<file path="src/rtl/picorv32_freeahb_bridge.sv">
// Bridges the PicoRV32 native memory port onto the FreeAHB master user interface.
// Define PICORV32_FREEAHB_TIMEOUT_EN to build in the bus watchdog (bus_timeout, ERR_RDATA).
module picorv32_freeahb_bridge #(
    parameter bit          BIG_ENDIAN_AHB = 1'b1,
    parameter bit          MERGE_STROBES  = 1'b1,
    parameter int          TIMEOUT_CYCLES = 1024,
    parameter logic [31:0] ERR_RDATA      = 32'hDEADBEEF
) (
    input  logic        clk,
    input  logic        reset,
    input  logic        mem_valid,
    input  logic        mem_instr,
    output logic        mem_ready,
    input  logic [31:0] mem_addr,
    input  logic [31:0] mem_wdata,
    input  logic [3:0]  mem_wstrb,
    output logic [31:0] mem_rdata,
    output logic [31:0] freeahb_wdata,
    output logic        freeahb_valid,
    output logic [31:0] freeahb_addr,
    output logic [2:0]  freeahb_size,
    output logic        freeahb_write,
    output logic        freeahb_read,
    output logic [31:0] freeahb_min_len,
    output logic        freeahb_cont,
    output logic [3:0]  freeahb_prot,
    output logic        freeahb_lock,
    input  logic        freeahb_next,
    input  logic [31:0] freeahb_rdata,
    input  logic [31:0] freeahb_result_addr,
    input  logic        freeahb_ready,
    output logic        bus_timeout
);
    // Handshake: a CPU request holds mem_valid until mem_ready pulses; an AHB phase
    // (read/write address, or valid data) is held until freeahb_next accepts it.
    typedef enum logic [2:0] {IDLE, RD_ADDR, RD_DATA, WR_PLAN, WR_ADDR, WR_DATA, DONE} state_t;

    state_t      state_q, state_d;
    logic [2:0]  ptr_q, ptr_d;
    logic [3:0]  mask_q, mask_d;
    logic        drop_q, drop_d;
    logic        mem_ready_q, mem_ready_d;
    logic [31:0] mem_rdata_q, mem_rdata_d;
    logic [31:0] wdata_q, wdata_d;
    logic        valid_q, valid_d;
    logic [31:0] addr_q, addr_d;
    logic [2:0]  size_q, size_d;
    logic        write_q, write_d;
    logic        read_q, read_d;
    logic [3:0]  prot_q, prot_d;
    logic        bus_timeout_q, bus_timeout_d;
    logic [3:0]  wstrb_sh;
    logic        unused_ok;

    assign wstrb_sh = mem_wstrb >> ptr_q[1:0];

    // Moves the masked bytes of a little-endian word onto the AHB lanes; with a full
    // mask this is also the lane-to-byte mapping for read data.
    function automatic logic [31:0] to_lanes(input logic [31:0] data, input logic [3:0] mask);
        logic [31:0] lanes;
        lanes = '0;
        for (int k = 0; k < 4; k++) begin
            if (mask[k]) begin
                if (BIG_ENDIAN_AHB) lanes[(3-k)*8 +: 8] = data[k*8 +: 8];
                else                lanes[k*8 +: 8]     = data[k*8 +: 8];
            end
        end
        return lanes;
    endfunction

`ifdef PICORV32_FREEAHB_TIMEOUT_EN
    localparam int CW = $clog2(TIMEOUT_CYCLES) + 1;
    logic [CW-1:0] cnt_q, cnt_d;
    logic          busy;
    assign busy      = state_q inside {RD_ADDR, RD_DATA, WR_ADDR, WR_DATA};
    assign unused_ok = ^{freeahb_result_addr, mem_addr[1:0]};
`else
    assign unused_ok = ^{freeahb_result_addr, mem_addr[1:0], ERR_RDATA, TIMEOUT_CYCLES};
`endif

    always_comb begin
        state_d       = state_q;
        ptr_d         = ptr_q;
        mask_d        = mask_q;
        drop_d        = drop_q;
        mem_ready_d   = 1'b0;
        mem_rdata_d   = mem_rdata_q;
        wdata_d       = wdata_q;
        valid_d       = valid_q;
        addr_d        = addr_q;
        size_d        = size_q;
        write_d       = write_q;
        read_d        = read_q;
        prot_d        = prot_q;
        bus_timeout_d = 1'b0;
        case (state_q)
            IDLE: begin
                if (mem_valid && !mem_ready_q) begin
                    prot_d = {3'b000, ~mem_instr};
                    drop_d = 1'b0;
                    if (mem_wstrb == 4'b0000) begin
                        addr_d  = {mem_addr[31:2], 2'b00};
                        size_d  = 3'b010;
                        read_d  = 1'b1;
                        state_d = RD_ADDR;
                    end else begin
                        ptr_d   = 3'd0;
                        state_d = WR_PLAN;
                    end
                end
            end
            RD_ADDR: begin
                // An accepted address commits the bus transfer even if the CPU has gone.
                if (freeahb_next) begin
                    read_d  = 1'b0;
                    drop_d  = !mem_valid;
                    state_d = RD_DATA;
                end else if (!mem_valid) begin
                    read_d  = 1'b0;
                    state_d = IDLE;
                end
            end
            RD_DATA: begin
                if (!mem_valid) drop_d = 1'b1;
                if (freeahb_ready) begin
                    mem_rdata_d = to_lanes(freeahb_rdata, 4'hF);
                    state_d     = DONE;
                end
            end
            WR_PLAN: begin
                if (!mem_valid) drop_d = 1'b1;
                if (ptr_q[2] || drop_q || !mem_valid) begin
                    state_d = DONE;
                end else if (MERGE_STROBES && ptr_q == 3'd0 && mem_wstrb == 4'hF) begin
                    mask_d = 4'hF;
                    size_d = 3'b010;
                    ptr_d  = ptr_q + 3'd4;
                end else if (MERGE_STROBES && !ptr_q[0] && wstrb_sh[1:0] == 2'b11) begin
                    mask_d = 4'b0011 << ptr_q[1:0];
                    size_d = 3'b001;
                    ptr_d  = ptr_q + 3'd2;
                end else if (wstrb_sh[0]) begin
                    mask_d = 4'b0001 << ptr_q[1:0];
                    size_d = 3'b000;
                    ptr_d  = ptr_q + 3'd1;
                end else begin
                    ptr_d  = ptr_q + 3'd1;
                end
                if (!ptr_q[2] && !drop_q && mem_valid && ptr_d != ptr_q + 3'd1 || wstrb_sh[0] && !ptr_q[2] && !drop_q && mem_valid) begin
                    addr_d  = {mem_addr[31:2], ptr_q[1:0]};
                    write_d = 1'b1;
                    state_d = WR_ADDR;
                end
            end
            WR_ADDR: begin
                if (freeahb_next) begin
                    wdata_d = to_lanes(mem_wdata, mask_q);
                    valid_d = 1'b1;
                    drop_d  = drop_q || !mem_valid;
                    state_d = WR_DATA;
                end else if (!mem_valid) begin
                    write_d = 1'b0;
                    state_d = IDLE;
                end
            end
            WR_DATA: begin
                if (!mem_valid) drop_d = 1'b1;
                if (freeahb_next) begin
                    write_d = 1'b0;
                    valid_d = 1'b0;
                    state_d = WR_PLAN;
                end
            end
            DONE: begin
                mem_ready_d = !drop_q;
                state_d     = IDLE;
            end
            default: state_d = IDLE;
        endcase
`ifdef PICORV32_FREEAHB_TIMEOUT_EN
        if (busy && cnt_q == CW'(TIMEOUT_CYCLES - 1)) begin
            read_d        = 1'b0;
            write_d       = 1'b0;
            valid_d       = 1'b0;
            bus_timeout_d = 1'b1;
            state_d       = DONE;
            if (state_q == RD_ADDR || state_q == RD_DATA) mem_rdata_d = ERR_RDATA;
        end
        cnt_d = (state_d != state_q || !busy) ? '0 : cnt_q + 1'b1;
`endif
    end

    always_ff @(posedge clk or posedge reset) begin
        if (reset) begin
            state_q       <= IDLE;
            ptr_q         <= '0;
            mask_q        <= '0;
            drop_q        <= 1'b0;
            mem_ready_q   <= 1'b0;
            mem_rdata_q   <= '0;
            wdata_q       <= '0;
            valid_q       <= 1'b0;
            addr_q        <= '0;
            size_q        <= '0;
            write_q       <= 1'b0;
            read_q        <= 1'b0;
            prot_q        <= '0;
            bus_timeout_q <= 1'b0;
`ifdef PICORV32_FREEAHB_TIMEOUT_EN
            cnt_q         <= '0;
`endif
        end else begin
            state_q       <= state_d;
            ptr_q         <= ptr_d;
            mask_q        <= mask_d;
            drop_q        <= drop_d;
            mem_ready_q   <= mem_ready_d;
            mem_rdata_q   <= mem_rdata_d;
            wdata_q       <= wdata_d;
            valid_q       <= valid_d;
            addr_q        <= addr_d;
            size_q        <= size_d;
            write_q       <= write_d;
            read_q        <= read_d;
            prot_q        <= prot_d;
            bus_timeout_q <= bus_timeout_d;
`ifdef PICORV32_FREEAHB_TIMEOUT_EN
            cnt_q         <= cnt_d;
`endif
        end
    end

    assign mem_ready       = mem_ready_q;
    assign mem_rdata       = mem_rdata_q;
    assign freeahb_wdata   = wdata_q;
    assign freeahb_valid   = valid_q;
    assign freeahb_addr    = addr_q;
    assign freeahb_size    = size_q;
    assign freeahb_write   = write_q;
    assign freeahb_read    = read_q;
    assign freeahb_min_len = 32'd0;
    assign freeahb_cont    = 1'b0;
    assign freeahb_prot    = prot_q;
    assign freeahb_lock    = 1'b0;
    assign bus_timeout     = bus_timeout_q;
endmodule

</file>
<file path="config.mk">
export PLATFORM = sky130hd
export DESIGN_NAME = picorv32_freeahb_bridge
export DESIGN_NICKNAME = d
export VERILOG_FILES = /design/src/rtl/picorv32_freeahb_bridge.sv
export SDC_FILE = /design/constraint.sdc
export NUM_CORES = 1
export LEC_CHECK = 0
export ABC_AREA = 1
export ABC_CLOCK_PERIOD_IN_PS = 4300
export CORE_ASPECT_RATIO = 0.75
export CORE_MARGIN = 2
export CORE_UTILIZATION = 30
export DETAILED_ROUTE_END_ITERATION = 8
export GPL_TIMING_DRIVEN = 1
export SLEW_MARGIN = 15
export SYNTH_ARGS = -nofsm -noshare
export SYNTH_HDL_FRONTEND = slang
export SYNTH_SLANG_ARGS = --single-unit
</file>
<file path="constraint.sdc">
create_clock -name clk -period 4.3 [get_ports clk]
set_input_delay 0.645 -clock clk [delete_from_list [all_inputs] [get_ports clk]]
set_output_delay 0.645 -clock clk [all_outputs]
set_load 0.05 [all_outputs]
</file>
==> results.ini <==
[synth]
synth_area_per_cell_sq_um=9.14
synth_cell_types=27
synth-seq-area-share=0.555
synthCells=563
syn_area_sq_um=5140
yosysWarningCount=0
synth_top_area_cell=dfrtp_1
ys_ff_latch=114
synth.top_cell.area_share=0.555
synthTopCellsByArea=dfrtp_1, nand2_1, buf_4

[placement]
port_buffers=206
dp.cells=968
routabilityCongestion=0.813
place_ws_ns=1.60
hpwl_mm=9.90

[clocking]
clock_path_buffers=2
clockRootBuffer=clkbuf_16
post-cts-setup-buffers=0
clock_latency_ns=0.41
cts_max_level=4
numCtsBuffers=17
cts-resized-gates=0
path_clk_slew_ns=0.05
holdBufCountCts=0
cts_sinks=114
cts_tree=built

[timing]
fin_crit_ns=2.27
maxSlewViolCount=0
hold_viol=0
worst_pin_slew_ns=0.833
fmax_ghz=0.441
skew_ns=0.00819
rsz0062_at_grt=no
tns_ns=0
finalSetupViolCount=0
relSlewSlack=0.445
setup_slack_ns=2.03
finalCritPeriodShare=0.528

[critical_path]
cp_top_family=buffers and inverters
crit_type=flip-flop to primary output
critPathMaxFanout=2
crit-reg2reg-launch=ptr_q[1]$_DFFE_PP0P_
cp.required_ns=3.65
critPathCaptureType=primary output
cp-start-kind=flip-flop
critPathBufInv=1
cp-startpoint=freeahb_wdata[14]$_DFFE_PP0P_
path_cells=clkdlybuf4s50_1
worstPathArrival_ns=1.62
cp_slowest_stage_delay_ns=0.83
crit_slowest_cell=clkdlybuf4s50_1

[grt]
gr-usage-all-layers=0.156
grt_pass1_vias=4165
grt_max_degree=65
grt-ovfl-total=0
antenna_found_initial=0
grt_pass1_wl_mm=21.9

[detailed_routing]
wirelength_mm=14.1
wl_per_cell_um=14.1
dr_wl_met3_mm=1.62
drt-met1-wl_mm=6.42
drt-vias-per-instance=4.32
post-route-drc-count=0
vias=4318
route.met2.wl_mm=5.91
first_iter_violations=238
ant_nets=0
first_pass_iters=4
top_layer=met4

[hold_path]
hp-start=freeahb_addr[26]$_DFFE_PP0P_
hp-class=flip-flop to flip-flop

[finish]
fillers=1652
area_delta_synth_final_pct=52.5
layoutNonFillerInstCount=1000
drive_above_1_share=0.0943
final_util=0.466
final_net_count=913
antennaDiodeCount=0

[die]
rows=41
die_x_um=155
io_pins=280
coreArea_sq_um=16800
start_util=0.306
dieArea_sq_um=18200
die_h_um=117

[power_and_ir_drop]
leakage_uw=0.00380
irDropWorstVdd_mv=0.504
total_power_uw=6830
power_density_nw_per_um2=870

[outcome]
status=finished clean

[run]
max_cap_viol_count=0

[worst paths after layout]
| check | to | cells past startpoint | slack [ns] |
|---|---|---|---|
| max | freeahb_wdata[14] | 1 | 2.03 |
| min | freeahb_addr[26]$_DFFE_PP0P_ | 2 | 0.48 |
| max reg2reg | freeahb_addr[22]$_DFFE_PP0P_ | 9 | 2.19 |
| min reg2reg | freeahb_addr[26]$_DFFE_PP0P_ | 2 | 0.48 |
| max in group asynchronous | freeahb_wdata[19]$_DFFE_PP0P_ | 3 | 2.75 |
| min in group asynchronous | freeahb_addr[2]$_DFFE_PP0P_ | 2 | 0.76 |
[sequential cells by signal (all words and copies together) (netlist names)]
register       cells
freeahb_addr      32
freeahb_wdata     32
mem_rdata         32
mask_q             4
ptr_q              3
state_q            3
freeahb_size       2
drop_q             1
freeahb_prot       1
freeahb_read       1
freeahb_valid      1
freeahb_write      1
mem_ready          1
[metrics by stage]
stage	instance area [sq um]	hold WS, ns
after floorplan	5290	0.449
after global placement	7250	0.460
after detailed placement	7250	0.465
after CTS	7850	0.480
after global routing	7850	0.497
final	7850	0.476
[routing by layer]
layer / GRT usage / vias to the layer above
met5: 0 / -
met4: 0.0470 / 0
met3: 0.0806 / 10
met2: 0.225 / 184
met1: 0.202 / 1993
li1: - / 2131
[synth_stat cells (all sizes together)]
cell	instances
clkbuf	7
dfrtp	114
nand4	4
a21oi	8
o22a	1
buf	52
o21ai	14
ha	3
xnor2	2
inv	30
and3	1
nand2	219
conb	1
mux2	32
nand3	49
nor2	25
nor3	1
[final cells by class]
| cell class | count | area [sq um] | share of cell area |
|---|---|---|---|
| inverters | 30 | 118 | 0.0150 |
| clock inverters | 13 | 161 | 0.0206 |
| multi-input cells | 398 | 1910 | 0.244 |
| well taps | 215 | 269 | 0.0343 |
| repair buffers | 211 | 2100 | 0.268 |
| clock buffers | 19 | 433 | 0.0552 |
| flip-flops and latches | 114 | 2850 | 0.364 |
[tightest hold or removal path: stages (launching register included)]
cell and delay (ns):
dfrtp_1 0.34, nand2_1 0.05, nand2_1 0.06
[cells by family (layout without fill, tap and decap cells)]
family,count (synthesis),in the layout,synth area share
flops,114,114,0.555
buf+inv,89,273,0.102
xor+xnor,2,2,0.00341
fa+ha+maj,3,3,0.00730
simple gates,299,299,0.239
mux,32,32,0.0701
other cells,1,39,0.000729
compound gates,23,23,0.0231
[power by group]
group          internal, uW  leakage (uW)  switching, uW
registers              1540       0.00143            302
clock network           911      0.000291            512
logic                  1170       0.00208           2400
[cell usage in the layout (no fill, tap or decap), types with 3 or more instances in the layout]
| master | netlist | routed |
|---|---|---|
| mux2_1 | 8 | 8 |
| nand2_1 | 216 | 216 |
| clkdlybuf4s50_1 | 0 | 206 |
| nor2_2 | 2 | 3 |
| nand4_1 | 4 | 4 |
| a21oi_1 | 8 | 8 |
| mux2_2 | 24 | 24 |
| nand3_1 | 49 | 49 |
| dfrtp_1 | 114 | 114 |
| buf_4 | 41 | 5 |
| inv_1 | 24 | 23 |
| o21ai_0 | 13 | 13 |
| clkinv_2 | 0 | 4 |
| bufinv_16 | 0 | 3 |
| clkinv_4 | 0 | 4 |
| inv_2 | 5 | 5 |
| ha_1 | 3 | 3 |
| conb_1 | 1 | 39 |
| clkbuf_16 | 0 | 17 |
| nor2_1 | 21 | 20 |
No activity file was read; power rests on OpenSTA's default activity.
